$ cat config.mk
export PLATFORM = sky130hd
export DESIGN_NAME = edge_rasterizer
export DESIGN_NICKNAME = d
export VERILOG_FILES = /design/src/rtl/edge_rasterizer_pkg.sv /design/src/rtl/edge_rasterizer_stepper.sv /design/src/rtl/edge_rasterizer.sv
export SDC_FILE = /design/constraint.sdc
export NUM_CORES = 1
export LEC_CHECK = 0
export BUFFER_PORTS_ARGS = -buffer_cell sky130_fd_sc_hd__buf_4
export CAP_MARGIN = 40
export CORE_MARGIN = 1.5
export CORE_UTILIZATION = 56
export CTS_BUF_LIST = sky130_fd_sc_hd__clkbuf_4 sky130_fd_sc_hd__clkbuf_8
export DETAILED_ROUTE_END_ITERATION = 8
export GPL_ROUTABILITY_DRIVEN = 0
export GPL_TIMING_DRIVEN = 0
export PLACE_DENSITY = 0.83
export SLEW_MARGIN = 20
export SYNTH_ARGS = -nofsm -noshare
export SYNTH_HDL_FRONTEND = slang
export SYNTH_SLANG_ARGS = --single-unit
$ cat constraint.sdc
create_clock -name clk -period 6.2 [get_ports clk]
set_input_delay 0.31 -clock clk [delete_from_list [all_inputs] [get_ports clk]]
set_output_delay 0.31 -clock clk [all_outputs]
set_load 0.02 [all_outputs]
$ cat src/rtl/edge_rasterizer_pkg.sv
// Shared definitions for the edge rasterizer: vertex field layout, draw modes
// and the controller state encoding.
package edge_rasterizer_pkg;

  // Field index inside itriangle; field i occupies bits [i*COORD_W +: COORD_W].
  localparam int PX = 5;
  localparam int PY = 4;
  localparam int QX = 3;
  localparam int QY = 2;
  localparam int RX = 1;
  localparam int RY = 0;

  localparam logic MODE_WIRE  = 1'b0;
  localparam logic MODE_POINT = 1'b1;

  typedef enum logic [2:0] {
    ST_IDLE      = 3'd0,
    ST_SETUP     = 3'd1,
    ST_DRAW      = 3'd2,
    ST_NEXT_EDGE = 3'd3,
    ST_FINISH    = 3'd4
  } rast_state_t;

  // Edge e runs from vertex e to vertex edge_end(e): P->Q, Q->R, R->P.
  function automatic logic [1:0] edge_end(input logic [1:0] e);
    return (e == 2'd2) ? 2'd0 : e + 2'd1;
  endfunction

endpackage

$ cat src/rtl/edge_rasterizer_stepper.sv
// Bresenham line stepper: load an edge, then each advance moves one pixel
// toward the endpoint; last flags that the current pixel is the endpoint.
module edge_rasterizer_stepper #(
  parameter int COORD_W = 10
) (
  input  logic               clk,
  input  logic               rst,
  input  logic               load,
  input  logic               advance,
  input  logic [COORD_W-1:0] x0,
  input  logic [COORD_W-1:0] y0,
  input  logic [COORD_W-1:0] x1,
  input  logic [COORD_W-1:0] y1,
  output logic [COORD_W-1:0] x,
  output logic [COORD_W-1:0] y,
  output logic               last
);

  localparam int SW = COORD_W + 2;

  logic [COORD_W-1:0]  x_q, x_d, y_q, y_d, xe_q, xe_d, ye_q, ye_d;
  logic signed [SW-1:0] err_q, err_d, dx_q, dx_d, dy_q, dy_d;
  logic                sxn_q, sxn_d, syn_q, syn_d;
  logic [COORD_W-1:0]  adx_s, ady_s;
  logic signed [SW-1:0] err_s;
  // e2 and the compared terms get one extra bit so 2*err never wraps.
  logic signed [SW:0]  e2_s, dxw_s, dyw_s;

  // Next-state stepping arithmetic.
  always_comb begin
    x_d   = x_q;
    y_d   = y_q;
    xe_d  = xe_q;
    ye_d  = ye_q;
    err_d = err_q;
    dx_d  = dx_q;
    dy_d  = dy_q;
    sxn_d = sxn_q;
    syn_d = syn_q;
    err_s = err_q;
    adx_s = (x1 < x0) ? (x0 - x1) : (x1 - x0);
    ady_s = (y1 < y0) ? (y0 - y1) : (y1 - y0);
    e2_s  = {err_q, 1'b0};
    dxw_s = {dx_q[SW-1], dx_q};
    dyw_s = {dy_q[SW-1], dy_q};
    if (load) begin
      x_d   = x0;
      y_d   = y0;
      xe_d  = x1;
      ye_d  = y1;
      sxn_d = (x1 < x0);
      syn_d = (y1 < y0);
      dx_d  = $signed({2'b00, adx_s});
      dy_d  = -$signed({2'b00, ady_s});
      err_d = $signed({2'b00, adx_s}) - $signed({2'b00, ady_s});
    end else if (advance) begin
      if (e2_s >= dyw_s) begin
        err_s = err_s + dy_q;
        x_d   = sxn_q ? (x_q - COORD_W'(1)) : (x_q + COORD_W'(1));
      end else begin
        x_d   = x_q;
      end
      if (e2_s <= dxw_s) begin
        err_s = err_s + dx_q;
        y_d   = syn_q ? (y_q - COORD_W'(1)) : (y_q + COORD_W'(1));
      end else begin
        y_d   = y_q;
      end
      err_d = err_s;
    end else begin
      err_d = err_q;
    end
  end

  // Stepper state registers.
  always_ff @(posedge clk or posedge rst) begin
    if (rst) begin
      x_q   <= '0;
      y_q   <= '0;
      xe_q  <= '0;
      ye_q  <= '0;
      err_q <= '0;
      dx_q  <= '0;
      dy_q  <= '0;
      sxn_q <= 1'b0;
      syn_q <= 1'b0;
    end else begin
      x_q   <= x_d;
      y_q   <= y_d;
      xe_q  <= xe_d;
      ye_q  <= ye_d;
      err_q <= err_d;
      dx_q  <= dx_d;
      dy_q  <= dy_d;
      sxn_q <= sxn_d;
      syn_q <= syn_d;
    end
  end

  assign x    = x_q;
  assign y    = y_q;
  assign last = (x_q == xe_q) && (y_q == ye_q);

endmodule

$ cat src/rtl/edge_rasterizer.sv
// Triangle wireframe/point rasterizer: accepts one triangle per handshake and
// emits clipped, backpressured frame-buffer writes along its three edges.
module edge_rasterizer
  import edge_rasterizer_pkg::*;
#(
  parameter int WIDTH   = 640,
  parameter int HEIGHT  = 480,
  parameter int COORD_W = 10,
  parameter int COLOR_W = 24,
  parameter int ADDR_W  = $clog2(WIDTH * HEIGHT)
) (
  input  logic                 clk,
  input  logic                 rst,
  input  logic                 tri_ready,
  input  logic [6*COORD_W-1:0] itriangle,
  input  logic [COLOR_W-1:0]   icolor,
  input  logic                 mode,
  output logic                 tri_read,
  output logic                 write_en,
  output logic [ADDR_W-1:0]    addr,
  output logic [COLOR_W-1:0]   wf_data,
  input  logic                 wr_ready,
  output logic                 busy,
  output logic                 done
);

  localparam logic [COORD_W:0]  W_LIM = (COORD_W+1)'(WIDTH);
  localparam logic [COORD_W:0]  H_LIM = (COORD_W+1)'(HEIGHT);
  localparam logic [ADDR_W-1:0] W_A   = ADDR_W'(WIDTH);

  rast_state_t          state_q, state_d;
  logic [1:0]           edge_q, edge_d;
  logic                 mode_q, mode_d;
  logic [6*COORD_W-1:0] tri_q, tri_d;
  logic [COLOR_W-1:0]   color_q, color_d;
  logic                 tri_read_q, tri_read_d;
  logic                 busy_q, busy_d;
  logic                 done_q, done_d;

  logic                 load_s, adv_s, last_s, vis_s, accept_s;
  logic [COORD_W-1:0]   x_s, y_s, x0_s, y0_s, x1_s, y1_s;

  function automatic logic [2*COORD_W-1:0] vertex(input logic [6*COORD_W-1:0] t,
                                                  input logic [1:0] i);
    case (i)
      2'd0:    return {t[PX*COORD_W +: COORD_W], t[PY*COORD_W +: COORD_W]};
      2'd1:    return {t[QX*COORD_W +: COORD_W], t[QY*COORD_W +: COORD_W]};
      default: return {t[RX*COORD_W +: COORD_W], t[RY*COORD_W +: COORD_W]};
    endcase
  endfunction

  // Clipped pixels are skipped without waiting for the frame buffer.
  assign vis_s    = ({1'b0, x_s} < W_LIM) && ({1'b0, y_s} < H_LIM);
  assign accept_s = !vis_s || wr_ready;

  // Controller next-state and stepper control.
  always_comb begin
    state_d    = state_q;
    edge_d     = edge_q;
    mode_d     = mode_q;
    tri_d      = tri_q;
    color_d    = color_q;
    tri_read_d = 1'b0;
    busy_d     = busy_q;
    done_d     = 1'b0;
    load_s     = 1'b0;
    adv_s      = 1'b0;
    case (state_q)
      ST_IDLE: begin
        if (tri_ready) begin
          tri_d      = itriangle;
          color_d    = icolor;
          mode_d     = mode;
          edge_d     = 2'd0;
          tri_read_d = 1'b1;
          busy_d     = 1'b1;
          state_d    = ST_SETUP;
        end else begin
          state_d    = ST_IDLE;
        end
      end
      ST_SETUP, ST_NEXT_EDGE: begin
        load_s  = 1'b1;
        state_d = ST_DRAW;
      end
      ST_DRAW: begin
        if (accept_s) begin
          if (last_s) begin
            if (edge_q == 2'd2) begin
              busy_d  = 1'b0;
              done_d  = 1'b1;
              state_d = ST_FINISH;
            end else begin
              edge_d = edge_q + 2'd1;
              // Point mode reloads in place, so consecutive vertices have no gap.
              if (mode_q == MODE_POINT) begin
                load_s  = 1'b1;
                state_d = ST_DRAW;
              end else begin
                state_d = ST_NEXT_EDGE;
              end
            end
          end else begin
            adv_s = 1'b1;
          end
        end else begin
          state_d = ST_DRAW;
        end
      end
      ST_FINISH: state_d = ST_IDLE;
      default:   state_d = ST_IDLE;
    endcase
  end

  // Endpoint selection for the edge (or point) being loaded.
  always_comb begin
    {x0_s, y0_s} = vertex(tri_q, edge_d);
    if (mode_q == MODE_POINT) begin
      {x1_s, y1_s} = {x0_s, y0_s};
    end else begin
      {x1_s, y1_s} = vertex(tri_q, edge_end(edge_d));
    end
  end

  // Controller registers.
  always_ff @(posedge clk or posedge rst) begin
    if (rst) begin
      state_q    <= ST_IDLE;
      edge_q     <= 2'd0;
      mode_q     <= MODE_WIRE;
      tri_q      <= '0;
      color_q    <= '0;
      tri_read_q <= 1'b0;
      busy_q     <= 1'b0;
      done_q     <= 1'b0;
    end else begin
      state_q    <= state_d;
      edge_q     <= edge_d;
      mode_q     <= mode_d;
      tri_q      <= tri_d;
      color_q    <= color_d;
      tri_read_q <= tri_read_d;
      busy_q     <= busy_d;
      done_q     <= done_d;
    end
  end

  edge_rasterizer_stepper #(.COORD_W(COORD_W)) u_stepper (
    .clk     (clk),
    .rst     (rst),
    .load    (load_s),
    .advance (adv_s),
    .x0      (x0_s),
    .y0      (y0_s),
    .x1      (x1_s),
    .y1      (y1_s),
    .x       (x_s),
    .y       (y_s),
    .last    (last_s)
  );

  assign tri_read = tri_read_q;
  assign busy     = busy_q;
  assign done     = done_q;
  assign write_en = (state_q == ST_DRAW) && vis_s;
  assign addr     = ADDR_W'(y_s) * W_A + ADDR_W'(x_s);
  assign wf_data  = color_q;

endmodule

* After elaboration in Yosys (flattened, before gate mapping) *
Cells that the tools add are included.

word-level totals
  flip-flop bits (word level) = 169
  output and inout port bits = 47
  bits of input ports = 89
  logic and storage cells = 121

operators by class
  multipliers = 1
  reduce and logical (&&, ||, !) cells = 17
  add/sub/neg operators = 15
  multiplexer cells = 51
  equality and inequality tests = 14
  magnitude comparators = 6

operator list
  kind                                                                   number
  10-bit two-way mux                                                     12
  20-bit case mux with 2 select lines                                    2
  12-bit two-way mux                                                     6
  10-bit subtractor                                                      4
  10-bit by 1-bit adder with 10-bit output, second input constant        2
  10-bit == test                                                         2
  10-bit < comparator                                                    2
  10-bit by 1-bit subtractor with 10-bit output, second input constant   2
  19-bit by 10-bit adder with 19-bit output                              1
  1-bit two-way mux                                                      19
  13-bit by 12-bit greater-or-equal comparator with 1-bit output         1
  13-bit by 11-bit <= comparator with 1-bit output                       1
  12-bit by 11-bit adder with 12-bit output                              1
  12-bit adder                                                           1
  10-bit by 3-bit multiplier with 12-bit output, second input constant   1
  10-bit negator with 12-bit output                                      1
  10-bit by 10-bit subtractor with 11-bit output                         1
  10-bit < comparator, second input constant                             1
  10-bit by 9-bit < comparator with 1-bit output, second input constant  1
  2-bit two-way mux                                                      5
  3-bit two-way mux                                                      3
  3-bit case mux with 3 select lines                                     1
  2-bit inequality test, second input constant                           4
  2-bit nonzero test                                                     4
  16 further kinds                                                       26

* Longest topological paths before layout *
  depth after elaboration = 15
  gate-level depth with buffers = 30
  gate-level depth less buffers = 27

* Modules after synthesis *
From an unflattened synthesis, not the netlist that was laid out.

unflattened totals
  cell total of the unflattened synthesis = 1342
  area, all modules = 13122.6 µm²

modules (own cells, without submodules)
  module                   instances  cells each  area each (µm²)
  edge_rasterizer_stepper  1          906         7987.7
  edge_rasterizer          1          436         5134.9

* Worst setup path before layout *
OpenSTA, ideal clock, no wires.

  path kind = reg-to-reg
  start point = register u_stepper.x_q[8] (netlist: u_stepper.x[8])
  end point = register u_stepper.err_q[8]
  arrival = 5.928 ns
  buffers on the path = 3
  period minus slack after synthesis = 6.055 ns
  cell stages (with the launch flop) = 28
  required time = 6.074 ns
  slack = 0.145 ns
  cells stage by stage = dfrtp_1 -> xor2_1 -> nor4_1 -> nand3_1 -> nor3_1 -> mux2i_1 -> buf_2 -> buf_2 -> mux2i_1 -> mux2i_1 -> a21oi_1 -> inv_1 -> fa_1 -> a21oi_1 -> o21ai_0 -> a31o_1 -> buf_2 -> mux2_2 -> o21ai_1 -> a21oi_1 -> o21ai_0 -> mux2_2 -> ha_1 -> nor2_1 -> nor2_1 -> o41ai_2 -> and3_1 -> a311o_1

on the way
  cells in the longest elaborated chain, start to end = 15

ends and longest elaborated chain
  element                                                                               line                           source
  start: declaration                                                                    edge_rasterizer_stepper.sv:21  logic [COORD_W-1:0] x_q, x_d, y_q, y_d, xe_q, xe_d, ye_q, ye_d;
  start signal: assignment                                                              edge_rasterizer_stepper.sv:78  x_q <= '0;
  start signal: assignment                                                              edge_rasterizer_stepper.sv:88  x_q <= x_d;
  10-bit < comparator                                                                   edge_rasterizer.sv:53          assign vis_s = ({1'b0, x_s} < W_LIM) && ({1'b0, y_s} < H_LIM);
  1-bit logical AND                                                                     edge_rasterizer.sv:53
  1-bit logical NOT                                                                     edge_rasterizer.sv:54          assign accept_s = !vis_s || wr_ready;
  1-bit logical OR                                                                      edge_rasterizer.sv:54
  2-bit two-way mux *                                                                   edge_rasterizer.sv:87          if (accept_s) begin
  2-bit case mux with 2 select lines *                                                  edge_rasterizer.sv:68          case (state_q)
  2-bit by 1-bit adder with 2-bit output / 2-bit == test (equally long branches)        edge_rasterizer_pkg.sv:26      return (e == 2'd2) ? 2'd0 : e + 2'd1;
  2-bit two-way mux                                                                     edge_rasterizer_pkg.sv:26
  2-bit by 1-bit == test with 1-bit output / 2-bit logical NOT (equally long branches)  edge_rasterizer.sv:45          case (i)
  20-bit case mux with 2 select lines                                                   edge_rasterizer.sv:45
  10-bit two-way mux *                                                                  edge_rasterizer.sv:118         if (mode_q == MODE_POINT) begin
  named net u_stepper.x1[1]                                                             edge_rasterizer_stepper.sv:12  input logic [COORD_W-1:0] x1,
  10-bit subtractor / 10-bit < comparator (equally long branches)                       edge_rasterizer_stepper.sv:41  adx_s = (x1 < x0) ? (x0 - x1) : (x1 - x0);
  10-bit two-way mux *                                                                  edge_rasterizer_stepper.sv:41
  named net u_stepper.adx_s[7]                                                          edge_rasterizer_stepper.sv:24  logic [COORD_W-1:0] adx_s, ady_s;
  10-bit by 10-bit subtractor with 11-bit output *                                      edge_rasterizer_stepper.sv:55  err_d = $signed({2'b00, adx_s}) - $signed({2'b00, ady_s});
  12-bit two-way mux *                                                                  edge_rasterizer_stepper.sv:46  if (load) begin
  end signal: assignment                                                                edge_rasterizer_stepper.sv:92  err_q <= err_d;
  end: declaration                                                                      edge_rasterizer_stepper.sv:22  logic signed [SW-1:0] err_q, err_d, dx_q, dx_d, dy_q, dy_d;

The timed path passes the listed nets; every way through them passes the cells marked *.
A chain may end at the register's enable or synchronous reset.

* Worst setup path after layout *
  start point = register u_stepper.y_q[8] (netlist: u_stepper.y[8])
  end point = register u_stepper.err_q[8]

on the way
  cells in the longest elaborated chain, start to end = 15

ends and longest elaborated chain
  element                                                                               line                           source
  start: declaration                                                                    edge_rasterizer_stepper.sv:21
  start signal: assignment                                                              edge_rasterizer_stepper.sv:89  y_q <= y_d;
  10-bit by 9-bit < comparator with 1-bit output                                        edge_rasterizer.sv:53
  1-bit logical AND                                                                     edge_rasterizer.sv:53
  1-bit logical NOT                                                                     edge_rasterizer.sv:54
  1-bit logical OR                                                                      edge_rasterizer.sv:54
  2-bit two-way mux *                                                                   edge_rasterizer.sv:87
  2-bit case mux with 2 select lines *                                                  edge_rasterizer.sv:68
  2-bit by 1-bit adder with 2-bit output / 2-bit == test (equally long branches)        edge_rasterizer_pkg.sv:26
  2-bit two-way mux                                                                     edge_rasterizer_pkg.sv:26
  2-bit by 1-bit == test with 1-bit output / 2-bit logical NOT (equally long branches)  edge_rasterizer.sv:45
  20-bit case mux with 2 select lines                                                   edge_rasterizer.sv:45
  10-bit two-way mux *                                                                  edge_rasterizer.sv:118
  named net u_stepper.x1[7]                                                             edge_rasterizer_stepper.sv:12
  10-bit < comparator *                                                                 edge_rasterizer_stepper.sv:41
  10-bit two-way mux *                                                                  edge_rasterizer_stepper.sv:41
  named net u_stepper.adx_s[3]                                                          edge_rasterizer_stepper.sv:24
  10-bit by 10-bit subtractor with 11-bit output *                                      edge_rasterizer_stepper.sv:55
  12-bit two-way mux *                                                                  edge_rasterizer_stepper.sv:46

Marks and branches as above.

==> results.md <==
- Post-synth top cells: sky130_fd_sc_hd__dfrtp_1 (169), sky130_fd_sc_hd__ha_1 (127), sky130_fd_sc_hd__inv_1 (113)
- Routed wirelength normalized by instance count: 20.9 um
- Clock sink count: 169
- Violations in the final reports: setup timing
- Async set-reset flop share out of synthesis: 1.00
- Simple logic cell fraction of the synthesized area: 0.108
- Via Count: roughly 13000
- Leading area contributor after synthesis: sky130_fd_sc_hd__dfrtp_1
- Post-synthesis adder-cell area fraction: 0.134
- Cell types occupying the most area after synthesis: sky130_fd_sc_hd__dfrtp_1 (32%), sky130_fd_sc_hd__ha_1 (12%), sky130_fd_sc_hd__mux2_2 (8.7%), sky130_fd_sc_hd__mux2i_1 (6.7%), sky130_fd_sc_hd__o21ai_0 (3.9%)
- Crit path DAT: around 7000 ps
- Cell row count: 56
- Xor-xnor portion of the synthesized cell area: 0.0612
- Proportion of synthesized chip area in sequential cells: 0.317
- Core Box Area: 23500 um^2
- Overflow left after global routing: 0
- Die Outline Area: 24800 um^2
- Antenna-violating nets left: 0
- Synth Instances: roughly 1400
- Number of detailed-route iterations in the first pass: 6
- Relative slew slack: 0.388
- Synth Flop Type: sky130_fd_sc_hd__dfrtp_1
- Clock transition at the registers of the reported paths: about 110 ps
- Global-route wire length before repair: 63100 um
- CP most frequent cell: sky130_fd_sc_hd__mux2i_1
- Number of I/O port buffers: 135
- Ports placed on the boundary: 136
- Multiplexer fraction of the synthesized cell area: 0.154
- Worst min-delay path category: in -> reg
- PnR worst setup slack: -242 ps
- Largest delay contributor family on the critical path: compound AO/OA/AOI/OAI gates
- Slew at the pin closest to its max-slew limit: 918 ps
- Number of pins with negative max-slew slack in the final report: 0
- Largest net degree at the start of global routing: 87
- Post-DR vias/cell: roughly 6.3
- Routed wire length: just over 40000 um
- Run status: finished with violations
- Critical path fanouts, max: 10
- Endpoint type of the worst setup path: flip-flop
- Post-synthesis compound-gate area fraction: 0.172
- Number of nets in the layout: 1866
- Die span in x: 157 um
- Post-synth top area share: 0.317
- Vias in the first global route: 12500
- CTS H-Tree Depth: 4
- Unrepaired setup endpoints after global routing: true
- Share of final-layout standard cells stronger than drive strength 1: 0.288
- Overall track demand over capacity in global routing: 0.328
- Final design area excluding fillers: 16300 um^2
- Flop and latch count out of synthesis: 169
- Count leader, synth: sky130_fd_sc_hd__dfrtp_1
- Crit start category: flip-flop
- Maximum count of clock buffers along a single path: 2
- Largest clock skew in the final design: between 15 and 20 ps
- First DRT Iteration DRCs: 1181
- Clock period minus worst slack: between 6000 and 7000 ps
- Antenna violations before repair: 0
- Clock tree from TritonCTS: yes
- Crit path max-delay cell type: sky130_fd_sc_hd__dfrtp_2
- Data required time of the worst path: 6580 ps
- Worst hold-check slack: 42.0 ps
- Die height: 157 um
- Total count of hold-check failures in the final report: 0
- Average instance area after synthesis: 9.36 um^2
- Net count after synthesis: ~1700
- Combinational family with the most area after synthesis: compound AO/OA/AOI/OAI gates
- Largest stage delay on the critical path: 440 ps
- Syn. warnings: 0
- Number of design rule violations left after detail routing: 0
- Final-layout fill cell count: 1588
- Initial Util: 0.569
- CTS Root Buffer Type: sky130_fd_sc_hd__clkbuf_8
- Area growth from synthesis to layout: 21.7%
- Cell area reported after detailed placement: 14800 um^2
- Clock latency at the later pin of the worst-skew pair: 490 ps
- Fraction of the cycle the final worst path needs: 1.04
- Fraction of the core area covered by cells at the end of the flow: 0.693
- Count of inserted antenna diode cells: 0
- Final setup fails: 7
- Post-DP HPWL: 28900 um
- CTS Buf Count: 17
- Number of flops mapped to enable cells by yosys: 0
- F_max: 155 MHz
- Post-synthesis cell type count: 82
- Type of the worst setup path: reg -> reg
- Max-capacitance violation count: 0
- Post-synthesis cell area: about 13000 um^2
- Buffering stage count on the worst path with inverters included: 4
- Worst setup slack after placement: -1270 ps
kinds of logic (layout without fill, tap and decap cells):
family / count (synthesis) / in the layout
buf+inv: 176 / 402
fa+ha+maj: 137 / 137
mux: 193 / 193
xor+xnor: 90 / 90
compound gates: 359 / 359
flops: 169 / 169
simple gates: 303 / 303
path summary, 6_finish.rpt:
| kind | start | endpoint | slack [ps] | depth (start not counted) |
|---|---|---|---|---|
| max in group asynchronous | rst | u_stepper.x[1] | 4870 | 4 |
| setup reg to reg | u_stepper.y[8] | u_stepper.err_q[8] | -240 | 28 |
| hold reg to reg | busy | busy | 500 | 1 |
| hold / removal | itriangle[17] | tri_q[17] | 40 | 2 |
| min in group asynchronous | rst | wf_data[10] | 460 | 3 |
| setup / recovery | u_stepper.y[8] | u_stepper.err_q[8] | -240 | 28 |
placed cells by master, fill, tap and decap left out, types with 38 or more instances in the layout:
| cell | instances |
|---|---|
| sky130_fd_sc_hd__o21ai_0 | 92 |
| sky130_fd_sc_hd__nand2_1 | 97 |
| sky130_fd_sc_hd__mux2i_1 | 82 |
| sky130_fd_sc_hd__mux2_2 | 101 |
| sky130_fd_sc_hd__xor2_1 | 38 |
| sky130_fd_sc_hd__buf_4 | 200 |
| sky130_fd_sc_hd__a21oi_1 | 64 |
| sky130_fd_sc_hd__xnor2_1 | 41 |
| sky130_fd_sc_hd__ha_1 | 118 |
| sky130_fd_sc_hd__inv_1 | 111 |
| sky130_fd_sc_hd__nor2_1 | 78 |
| sky130_fd_sc_hd__dfrtp_1 | 151 |
state kept, by name, summed over array words and instances, names as in the netlist, 2 cells and up:
register and flops:
state_q 3, u_stepper.dx_q 10, u_stepper.err_q 12, tri_q 60, u_stepper.ye_q 10, wf_data 24, u_stepper.xe_q 10, u_stepper.x 10
u_stepper.y 10, u_stepper.dy_q 12, edge_q 2
area by class of cell:
cell class,instances,area [um^2],share of cell area
plain buffers,60,354,0.0218
multi-input cells,1082,8880,0.546
well taps,319,399,0.0245
flip-flops and latches,169,4250,0.261
clock buffers,17,234,0.0144
inverters,114,435,0.0268
repair buffers,196,1510,0.0929
clock inverters,15,196,0.0121
through the flow:
step	setup TNS (ps)	instances
3_3_place_gp	-94380	1881
3_5_place_dp	-10660	1884
5_1_grt	-2890	1972
2_1_floorplan	0	1427
4_1_cts	-35.8	1953
6_report	-936	1972
timing repair:
action | in CTS | in global routing
hold buffers | 1 | 0
buffers inserted | 38 | 20
hold endpoints to repair | 83 | 0
pin swaps | 22 | 45
gates resized for setup | 83 | 67
gates cloned | 0 | 0
setup endpoints to repair | 17 | 13
routing by layer:
metal,vias to the layer above,part of all wire,track usage
met5,-,0,0
met4,0,0.069,0.206
met3,244,0.086,0.0619
met2,806,0.46,0.545
met1,5973,0.38,0.391
li1,5499,-,-
Power is not shown: default switching activity piles up to over one toggle a cycle in this logic, so the estimate is an artifact.
